--- src/rtl/regfile_access_arbiter_if.sv ---
// Requester-side bundle of the register file arbiter: writer and reader handshakes plus read return.
// master = requesting datapath blocks, slave = arbiter.
interface regfile_access_arbiter_if #(
  parameter int DATA_WIDTH = 32,
  parameter int ADDR_WIDTH = 8,
  parameter int N_WR       = 4,
  parameter int N_RD       = 4
);
  logic [N_WR-1:0]            wr_valid;
  logic [N_WR*ADDR_WIDTH-1:0] wr_addr;
  logic [N_WR*DATA_WIDTH-1:0] wr_data;
  logic [N_WR-1:0]            wr_ready;
  logic [N_RD-1:0]            rd_req;
  logic [N_RD*ADDR_WIDTH-1:0] rd_addr;
  logic [N_RD-1:0]            rd_grant;
  logic                       rd_valid;
  logic [N_RD-1:0]            rd_id;
  logic [DATA_WIDTH-1:0]      rd_data;

  modport master (
    output wr_valid, wr_addr, wr_data, rd_req, rd_addr,
    input  wr_ready, rd_grant, rd_valid, rd_id, rd_data
  );

  modport slave (
    input  wr_valid, wr_addr, wr_data, rd_req, rd_addr,
    output wr_ready, rd_grant, rd_valid, rd_id, rd_data
  );
endinterface

--- src/rtl/regfile_access_arbiter.sv ---
// Round-robin sharing of register file write port A and read port B, plus a zero-fill clear sweep.
// Grants are same-cycle, read data 1 cycle later; requesters wait while not granted or while busy.
module regfile_access_arbiter #(
  parameter int DATA_WIDTH = 32,
  parameter int ADDR_WIDTH = 8,
  parameter int N_WR       = 4,
  parameter int N_RD       = 4
) (
  input  logic                  clk,
  input  logic                  reset,
  regfile_access_arbiter_if.slave bus,
  input  logic                  clear,
  output logic                  busy,
  output logic                  rf_we,
  output logic [ADDR_WIDTH-1:0] rf_addr_a,
  output logic [DATA_WIDTH-1:0] rf_data_a,
  output logic [ADDR_WIDTH-1:0] rf_addr_b,
  input  logic [DATA_WIDTH-1:0] rf_q_b
);
  localparam int WPW = (N_WR > 1) ? $clog2(N_WR) : 1;
  localparam int RPW = (N_RD > 1) ? $clog2(N_RD) : 1;

  typedef enum logic {IDLE, CLEAR} state_t;

  state_t                state, state_nxt;
  logic [ADDR_WIDTH-1:0] clr_cnt;
  logic [WPW-1:0]        wr_ptr, wr_ptr_nxt;
  logic [RPW-1:0]        rd_ptr, rd_ptr_nxt;
  logic [N_WR-1:0]       wr_hi, wr_pick, wr_gnt;
  logic [N_RD-1:0]       rd_hi, rd_pick, rd_gnt;
  logic [ADDR_WIDTH-1:0] wr_addr_sel, rd_addr_sel;
  logic [DATA_WIDTH-1:0] wr_data_sel;
  logic                  arb_en;

  assign arb_en = reset && (state == IDLE);

  // Prefer the lowest requester at or above the pointer, else wrap to the lowest overall.
  always_comb begin
    wr_hi   = bus.wr_valid & ({N_WR{1'b1}} << wr_ptr);
    wr_pick = '0;
    if (wr_hi != '0) wr_pick = wr_hi & (~wr_hi + N_WR'(1));
    else             wr_pick = bus.wr_valid & (~bus.wr_valid + N_WR'(1));
    wr_gnt  = arb_en ? wr_pick : '0;

    rd_hi   = bus.rd_req & ({N_RD{1'b1}} << rd_ptr);
    rd_pick = '0;
    if (rd_hi != '0) rd_pick = rd_hi & (~rd_hi + N_RD'(1));
    else             rd_pick = bus.rd_req & (~bus.rd_req + N_RD'(1));
    rd_gnt  = arb_en ? rd_pick : '0;
  end

  always_comb begin
    wr_addr_sel = '0;
    wr_data_sel = '0;
    wr_ptr_nxt  = wr_ptr;
    for (int i = 0; i < N_WR; i++) begin
      if (wr_gnt[i]) begin
        wr_addr_sel = bus.wr_addr[i*ADDR_WIDTH +: ADDR_WIDTH];
        wr_data_sel = bus.wr_data[i*DATA_WIDTH +: DATA_WIDTH];
        wr_ptr_nxt  = WPW'((i + 1) % N_WR);
      end
    end
    rd_addr_sel = '0;
    rd_ptr_nxt  = rd_ptr;
    for (int j = 0; j < N_RD; j++) begin
      if (rd_gnt[j]) begin
        rd_addr_sel = bus.rd_addr[j*ADDR_WIDTH +: ADDR_WIDTH];
        rd_ptr_nxt  = RPW'((j + 1) % N_RD);
      end
    end
  end

  always_ff @(posedge clk) begin
    if (!reset) state <= IDLE;
    else        state <= state_nxt;
  end

  always_comb begin
    state_nxt = state;
    case (state)
      IDLE:    if (clear) state_nxt = CLEAR;
      CLEAR:   if (clr_cnt == '1) state_nxt = IDLE;
      default: state_nxt = IDLE;
    endcase
  end

  always_comb begin
    busy         = 1'b0;
    rf_we        = 1'b0;
    rf_addr_a    = '0;
    rf_data_a    = '0;
    rf_addr_b    = rd_addr_sel;
    bus.wr_ready = wr_gnt;
    bus.rd_grant = rd_gnt;
    if (reset) begin
      if (state == CLEAR) begin
        busy      = 1'b1;
        rf_we     = 1'b1;
        rf_addr_a = clr_cnt;
      end else begin
        rf_we     = |wr_gnt;
        rf_addr_a = wr_addr_sel;
        rf_data_a = wr_data_sel;
      end
    end
  end

  // rd_id/rd_data hold their last return when no read was granted.
  always_ff @(posedge clk) begin
    if (!reset) begin
      clr_cnt      <= '0;
      wr_ptr       <= '0;
      rd_ptr       <= '0;
      bus.rd_valid <= 1'b0;
      bus.rd_id    <= '0;
      bus.rd_data  <= '0;
    end else begin
      clr_cnt      <= (state == CLEAR) ? clr_cnt + ADDR_WIDTH'(1) : '0;
      wr_ptr       <= wr_ptr_nxt;
      rd_ptr       <= rd_ptr_nxt;
      bus.rd_valid <= |rd_gnt;
      if (|rd_gnt) begin
        bus.rd_id   <= rd_gnt;
        bus.rd_data <= rf_q_b;
      end
    end
  end
endmodule

--- src/flat_wrapper.sv ---
// flat-port wrapper written by rule: the top's interface ports become plain ports
module regfile_access_arbiter_flat 
#(
  parameter int DATA_WIDTH = 32,
  parameter int ADDR_WIDTH = 8,
  parameter int N_WR       = 4,
  parameter int N_RD       = 4
)
  (clk, reset, clear, busy, rf_we, rf_addr_a, rf_data_a, rf_addr_b, rf_q_b, bus_wr_valid, bus_wr_addr, bus_wr_data, bus_rd_req, bus_rd_addr, bus_wr_ready, bus_rd_grant, bus_rd_valid, bus_rd_id, bus_rd_data);
  regfile_access_arbiter_if #(.DATA_WIDTH(DATA_WIDTH), .ADDR_WIDTH(ADDR_WIDTH), .N_WR(N_WR), .N_RD(N_RD)) bus_i ();
  input  logic clk;
  input  logic reset;
  input  logic clear;
  output logic busy;
  output logic rf_we;
  output logic [ADDR_WIDTH-1:0] rf_addr_a;
  output logic [DATA_WIDTH-1:0] rf_data_a;
  output logic [ADDR_WIDTH-1:0] rf_addr_b;
  input  logic [DATA_WIDTH-1:0] rf_q_b;
  input wire logic [$bits(bus_i.wr_valid)-1:0] bus_wr_valid;
  input wire logic [$bits(bus_i.wr_addr)-1:0] bus_wr_addr;
  input wire logic [$bits(bus_i.wr_data)-1:0] bus_wr_data;
  input wire logic [$bits(bus_i.rd_req)-1:0] bus_rd_req;
  input wire logic [$bits(bus_i.rd_addr)-1:0] bus_rd_addr;
  output wire logic [$bits(bus_i.wr_ready)-1:0] bus_wr_ready;
  output wire logic [$bits(bus_i.rd_grant)-1:0] bus_rd_grant;
  output wire logic [$bits(bus_i.rd_valid)-1:0] bus_rd_valid;
  output wire logic [$bits(bus_i.rd_id)-1:0] bus_rd_id;
  output wire logic [$bits(bus_i.rd_data)-1:0] bus_rd_data;
  assign bus_i.wr_valid = bus_wr_valid;
  assign bus_i.wr_addr = bus_wr_addr;
  assign bus_i.wr_data = bus_wr_data;
  assign bus_i.rd_req = bus_rd_req;
  assign bus_i.rd_addr = bus_rd_addr;
  assign bus_wr_ready = bus_i.wr_ready;
  assign bus_rd_grant = bus_i.rd_grant;
  assign bus_rd_valid = bus_i.rd_valid;
  assign bus_rd_id = bus_i.rd_id;
  assign bus_rd_data = bus_i.rd_data;
  regfile_access_arbiter #(.DATA_WIDTH(DATA_WIDTH), .ADDR_WIDTH(ADDR_WIDTH), .N_WR(N_WR), .N_RD(N_RD)) u_core (.clk(clk), .reset(reset), .bus(bus_i), .clear(clear), .busy(busy), .rf_we(rf_we), .rf_addr_a(rf_addr_a), .rf_data_a(rf_data_a), .rf_addr_b(rf_addr_b), .rf_q_b(rf_q_b));
endmodule
--- config.mk ---
export PLATFORM = sky130hd
export DESIGN_NAME = regfile_access_arbiter_flat
export DESIGN_NICKNAME = d
export VERILOG_FILES = /design/src/rtl/regfile_access_arbiter_if.sv /design/src/rtl/regfile_access_arbiter.sv /design/src/flat_wrapper.sv
export SDC_FILE = /design/constraint.sdc
export NUM_CORES = 1
export LEC_CHECK = 0
export CAP_MARGIN = 15
export CORE_AREA = 2 2 130 132
export DETAILED_ROUTE_END_ITERATION = 10
export DIE_AREA = 0 0 132 134
export GPL_TIMING_DRIVEN = 0
export PLACE_DENSITY = 0.64
export SLEW_MARGIN = 20
export SYNTH_ARGS = -nofsm -noshare
export SYNTH_HDL_FRONTEND = slang
export SYNTH_SLANG_ARGS = --single-unit
--- constraint.sdc ---
create_clock -name clk -period 2 [get_ports clk]
set_input_delay 0.3 -clock clk [delete_from_list [all_inputs] [get_ports clk]]
set_output_delay 0.3 -clock clk [all_outputs]
set_load 0.05 [all_outputs]
== Word level (Yosys, flattened, before mapping) ==
Cells that the tools add are included.
Operators by class
  eq/ne operators: 1
  add/subtract/negate cells: 5
  reductions and logical operators: 10
  shift operators: 2
  muxes and demuxes: 33
  bitwise logic cells: 12
  multiply operators: 0
  divide/modulo/power cells: 0
  order comparisons: 0
Operator list (count)
  32-bit 2-to-1 mux: 6
  8-bit 2-to-1 mux: 10
  4-bit bitwise AND: 6
  4-bit by 1-bit adder with 4-bit output (second input constant): 4
  4-bit 2-to-1 mux: 4
  4-bit NOT: 4
  2-bit 2-to-1 mux: 6
  8-bit by 1-bit adder with 8-bit output (second input constant): 1
  8-bit == test (second input constant): 1
  4-bit nonzero test: 2
  4-bit OR reduction: 2
  4-bit by 2-bit << shifter with 4-bit output (first input constant): 2
  1-bit 2-to-1 mux: 6
  3-bit nonzero test: 2
  2-bit OR reduction: 2
  1-bit NOT: 2
  1-bit case mux with 2 select lines: 1
  2-bit AND reduction: 1
  1-bit logical AND: 1
Word-level totals
  memories: 0
  bits in registers: 50
  bits in writable memories: 0
  output and inout port bits: 95
  input bits: 235
  bits in latches: 0
  bits in read-only memories: 0
  logic and storage cells: 70

== Logic depth before layout (Yosys ltp) ==
  depth after elaboration: 13
  mapped depth: 9
  mapped depth without buffers: 5

== Worst setup path before layout ==
OpenSTA, ideal clock, no wires.
  kind: input port to output port
  start point: input port bus_wr_valid[0]
  end point: output port rf_addr_a[2]
  buffers on the path: 2
  stages on the path: 6
  data arrival time: 2.409 ns
  slack: -0.709 ns
  data required time: 1.700 ns
  cells stage by stage: clkbuf_2 o21a_1 a221oi_2 buf_2 a21oi_1 o21ai_0
Between the ends
  word-level cells in the longest chain between the ends: 12
  elaborated cells on any way between the ends: 16
  those cells by class: add/sub: 2; mux: 8; bitwise: 5; reduce/logical: 1
Ends and longest elaborated chain
  start: declaration: line flat_wrapper.sv:20  | input wire logic [$bits(bus_i.wr_valid)-1:0] bus_wr_valid;
  4-bit bitwise AND: line regfile_access_arbiter.sv:39  | wr_hi = bus.wr_valid & ({N_WR{1'b1}} << wr_ptr);
  4-bit NOT: line regfile_access_arbiter.sv:41  | if (wr_hi != '0) wr_pick = wr_hi & (~wr_hi + N_WR'(1));
  4-bit by 1-bit adder with 4-bit output: line regfile_access_arbiter.sv:41
  4-bit bitwise AND: line regfile_access_arbiter.sv:41
  4-bit 2-to-1 mux (*): line regfile_access_arbiter.sv:41
  4-bit 2-to-1 mux (*): line regfile_access_arbiter.sv:43  | wr_gnt = arb_en ? wr_pick : '0;
  8-bit 2-to-1 mux (3 in a row): line regfile_access_arbiter.sv:57  | if (wr_gnt[i]) begin
  8-bit 2-to-1 mux (*): line regfile_access_arbiter.sv:57
  8-bit 2-to-1 mux (*): line regfile_access_arbiter.sv:96  | if (state == CLEAR) begin
  8-bit 2-to-1 mux (*): line regfile_access_arbiter.sv:95  | if (reset) begin
  end: declaration: line flat_wrapper.sv:16  | output logic [ADDR_WIDTH-1:0] rf_addr_a;
Every way passes the cells marked *; elsewhere a longest branch is shown, timed or not.

== Worst setup path in the final report ==
  start point: register u_core.wr_ptr[0]
  end point: output port rf_data_a[31]
Between the ends
  word-level cells in the longest chain between the ends: 13
  elaborated cells on any way between the ends: 14
  those cells by class: add/sub: 1; shift: 1; mux: 8; bitwise: 3; reduce/logical: 1
Ends and longest elaborated chain
  start: declaration: line regfile_access_arbiter.sv:27  | logic [WPW-1:0] wr_ptr, wr_ptr_nxt;
  start signal: assignment: line regfile_access_arbiter.sv:119  | wr_ptr <= wr_ptr_nxt;
  4-bit by 2-bit << shifter with 4-bit output (*): line regfile_access_arbiter.sv:39
  4-bit bitwise AND (*): line regfile_access_arbiter.sv:39
  4-bit NOT: line regfile_access_arbiter.sv:41
  4-bit by 1-bit adder with 4-bit output: line regfile_access_arbiter.sv:41
  4-bit bitwise AND: line regfile_access_arbiter.sv:41
  4-bit 2-to-1 mux (*): line regfile_access_arbiter.sv:41
  4-bit 2-to-1 mux (*): line regfile_access_arbiter.sv:43
  32-bit 2-to-1 mux (3 in a row): line regfile_access_arbiter.sv:57
  32-bit 2-to-1 mux (*): line regfile_access_arbiter.sv:57
  32-bit 2-to-1 mux (*): line regfile_access_arbiter.sv:96
  32-bit 2-to-1 mux (*): line regfile_access_arbiter.sv:95
  end: declaration: line flat_wrapper.sv:17  | output logic [DATA_WIDTH-1:0] rf_data_a;
Marks and branches as above.

==> results by group <==
Routing
  • DR WL/cell: 19.7 um
  • Iter 0 DRT Violations: 224
  • Remaining DRCs: 0
  • DR vias/cell: 4.88
  • Detail Route Antenna Nets: 0
  • Pre-antenna DRT Iters: 4
  • Post-Route WL: 21600 um
  • Vias: 5336

Power and ir drop
  • Pwr dens: 565 nW/um2
  • Worst IR Drop VDD: 0.358 mV
  • Leakage: 3.57 nW
  • Pwr Total: 5.76 mW

Final layout
  • Share of layout cells above drive strength 1: 0.401
  • Nets: 1106
  • Synth-to-layout area growth: 193%
  • Final instance area: 10200 um2
  • Cell Count, Final, Fillers Out: 1093

Yosys
  • Dominant cells by area after synthesis: dfxtp_1 (29%), a21oi_1 (13%), o221ai_1 (10%)
  • Post-synth top area share: 0.288
  • Commonest register cell after synthesis: dfxtp_1
  • Post-synth top cells: a21oi_1 (91), nand2_1 (85), dfxtp_1 (50)
  • Syn nets: 725
  • Post-synth top area cell: dfxtp_1
  • Mapped Area: 3480 um2
  • Ys Warns: 0
  • #FFs+latches synth: 50
  • Post-synthesis sequential area ratio: 0.288
  • Synth cell types: 43
  • Async set-reset flop share out of synthesis: 0
  • Most common cell in the netlist: a21oi_1
  • Average size of a mapped cell: 7.11 um2
  • Number of flops mapped to enable cells by yosys: 0
  • Mapped Cells: 489

Worst setup path
  • FF-to-FF setup slack: 0.33 ns
  • Worst R2R Path Depth: 7
  • Worst path cell trace: nand2b_4 > a221oi_2 > nand2b_4 > buf_12 > clkbuf_16 > o221ai_1 > o2bb2ai_2 > buf_6
  • Worst path slowest cell: dfxtp_4
  • CP startpoint kind: flop
  • Setup CP Type: reg -> out
  • Cell family with most CP delay: compound AO/OA/AOI/OAI gates
  • Crit. path cell count: 8
  • Critical path launch point: u_core.wr_ptr[0]$_SDFFE_PP0P_
  • Crit-path max cell delay: 0.37 ns
  • Reg2reg start: u_core.wr_ptr[1]$_SDFFE_PP0P_
  • Crit-path max FO: 5
  • Worst EP required: 1.70 ns
  • CP endpoint kind: primary output
  • Cell mode on critical path: nand2b_4
  • Crit path DAT: 2.04 ns
  • WP buf/inv: 3
  • Reg2Reg Capture Point: u_core.wr_ptr[1]$_SDFFE_PP0P_
  • Worst Setup EP: rf_data_a[31]

Placed design
  • Final HPWL DP: 14800 um
  • Final GP Congestion: 0.812
  • Port bufs: 328
  • Dpl cell area: 7860 um2
  • Inst Count DP: 1037

CTS
  • TritonCTS Buffers: 5
  • Reg clk slew, reported paths: 0.07 ns
  • TritonCTS clock tree: yes
  • Clk sink count: 50
  • Root buffer cell: clkbuf_16
  • Longest Clk Path Bufs: 2
  • H-Tree Level Count: 2
  • Clk_lat worst skew: 0.30 ns

Timing
  • Final Hold Vio Count: 0
  • Slew @ Worst Pin: 0.669 ns
  • Minimum hold slack: 0.452 ns
  • Clock Skew: 0.00274 ns
  • PnR worst setup slack: -0.342 ns
  • Setup_tns: -13.99 ns
  • Final setup fails: 52
  • Fmax: 0.427 GHz
  • Slew Viols, Final: 0
  • Final Cycle Share: 1.17
  • RSZ-0062 raised after global routing: true
  • Tmin final: 2.34 ns
  • Rel. slew slack: 0.554

Global routing
  • Initial antenna violation count: 2
  • Most crowded layer after global routing: met2
  • Total congestion overflow: 0
  • First-pass GRT wire length: 30500 um
  • Largest net degree at the start of global routing: 18
  • M3 GR Usage: 0.0416
  • All-Layer GR Usage: 0.217
  • Vias in the first global route: 5448
  • Met1 usage: 0.270
  • Met2 Usage GRT: 0.382

Worst hold path
  • Min-Delay Path Class: reg -> reg

Die
  • Die width: 132 um
  • Die ar.: 17700 um2
  • Core footprint: 16300 um2
  • Die height: 134 um
  • # rows: 47
  • Starting Density: 0.213
  • Num ports: 330

Outcome
  • Status: finished, violations left
  • Violated checks: setup timing

Run
  • MaxCap Viol Count: 0
==> sequential cells by signal, indices dropped and copies added (netlist names) <==
register	flops
u_core.bus.rd_data	32
u_core.clr_cnt	8
u_core.bus.rd_id	4
u_core.rd_ptr	2
u_core.wr_ptr	2
u_core.bus.rd_valid	1
u_core.state	1
==> per-layer routing <==
metal | vias to the layer above | share of wire
met4 | 0 | 0.022
met1 | 2532 | 0.41
li1 | 2596 | -
met3 | 30 | 0.047
met5 | - | 0
met2 | 178 | 0.52
==> logic make-up after synthesis <==
logic type / share of synthesized area
multiplexers: 0.00288
XOR/XNOR: 0.0101
buffers and inverters: 0.0846
adder cells (fa/ha/maj): 0.00360
flip-flops: 0.288
AO/OA/AOI/OAI: 0.420
AND/OR/NAND/NOR: 0.191
==> cell type report <==
type | count | area [um2]
Antenna cell | 2 | 5.00
Buffer | 45 | 573
Clock buffer | 5 | 125
Clock inverter | 3 | 48.8
Fill cell | 1320 | 6090
Inverter | 15 | 56.3
Multi-Input combinational cell | 375 | 4050
Sequential cell | 50 | 1020
Tap cell | 220 | 275
Timing Repair Buffer | 378 | 4040
==> through the flow <==
stage / utilization / setup WS, ns
after floorplan: - / -0.100
after global placement: 0.482 / -1.52
after detailed placement: 0.482 / -1.50
after global routing: 0.626 / -0.401
final: 0.626 / -0.342
after CTS: 0.580 / -0.362
==> worst min-delay path: stages (launching register included) <==
cell	delay [ns]
dfxtp_1	0.31
nand2_1	0.05
a21oi_1	0.05
==> cells in the final DEF (no fill, tap or decap), drive strengths merged, types with 11 or more instances in the layout <==
| cell | n |
|---|---|
| clkdlybuf4s50 | 262 |
| o221ai | 40 |
| nor2 | 29 |
| inv | 16 |
| a21oi | 91 |
| buf | 130 |
| and3 | 11 |
| clkbuf | 28 |
| dfxtp | 50 |
| o2bb2ai | 32 |
| nand2 | 85 |
| o21ai | 21 |
==> report_power, final <==
group	total, mW	leakage [nW]	switching (mW)	internal [mW]
logic	3.64	3.07	1.95	1.69
clock network	1.02	0.0820	0.419	0.600
registers	1.09	0.412	0.0411	1.05
total	5.76	3.57	2.41	3.35
==> how the worst min path moves through the flow <==
stage                                        start                             endpoint  cells after the start
6_report       u_core.bus.rd_data[10]$_SDFFE_PN0P_  u_core.bus.rd_data[10]$_SDFFE_PN0P_                      2
5_1_grt        u_core.bus.rd_data[20]$_SDFFE_PN0P_  u_core.bus.rd_data[20]$_SDFFE_PN0P_                      2
4_1_cts        u_core.bus.rd_data[18]$_SDFFE_PN0P_  u_core.bus.rd_data[18]$_SDFFE_PN0P_                      2
3_5_place_dp   u_core.bus.rd_data[28]$_SDFFE_PN0P_  u_core.bus.rd_data[28]$_SDFFE_PN0P_                      2
3_3_place_gp   u_core.bus.rd_data[18]$_SDFFE_PN0P_  u_core.bus.rd_data[18]$_SDFFE_PN0P_                      2
2_1_floorplan         u_core.clr_cnt[0]$_SDFF_PN0_         u_core.clr_cnt[0]$_SDFF_PN0_                      1
==> repair_timing <==
action                                  4_1_cts  5_1_grt
endpoints found under the setup margin       64       58
hold buffers                                  0        0
gates cloned                                  6        7
setup buffers                                23       17
pin swaps                                    49       26
gates resized for setup                     656      115
(Power assumes the default switching activity.)
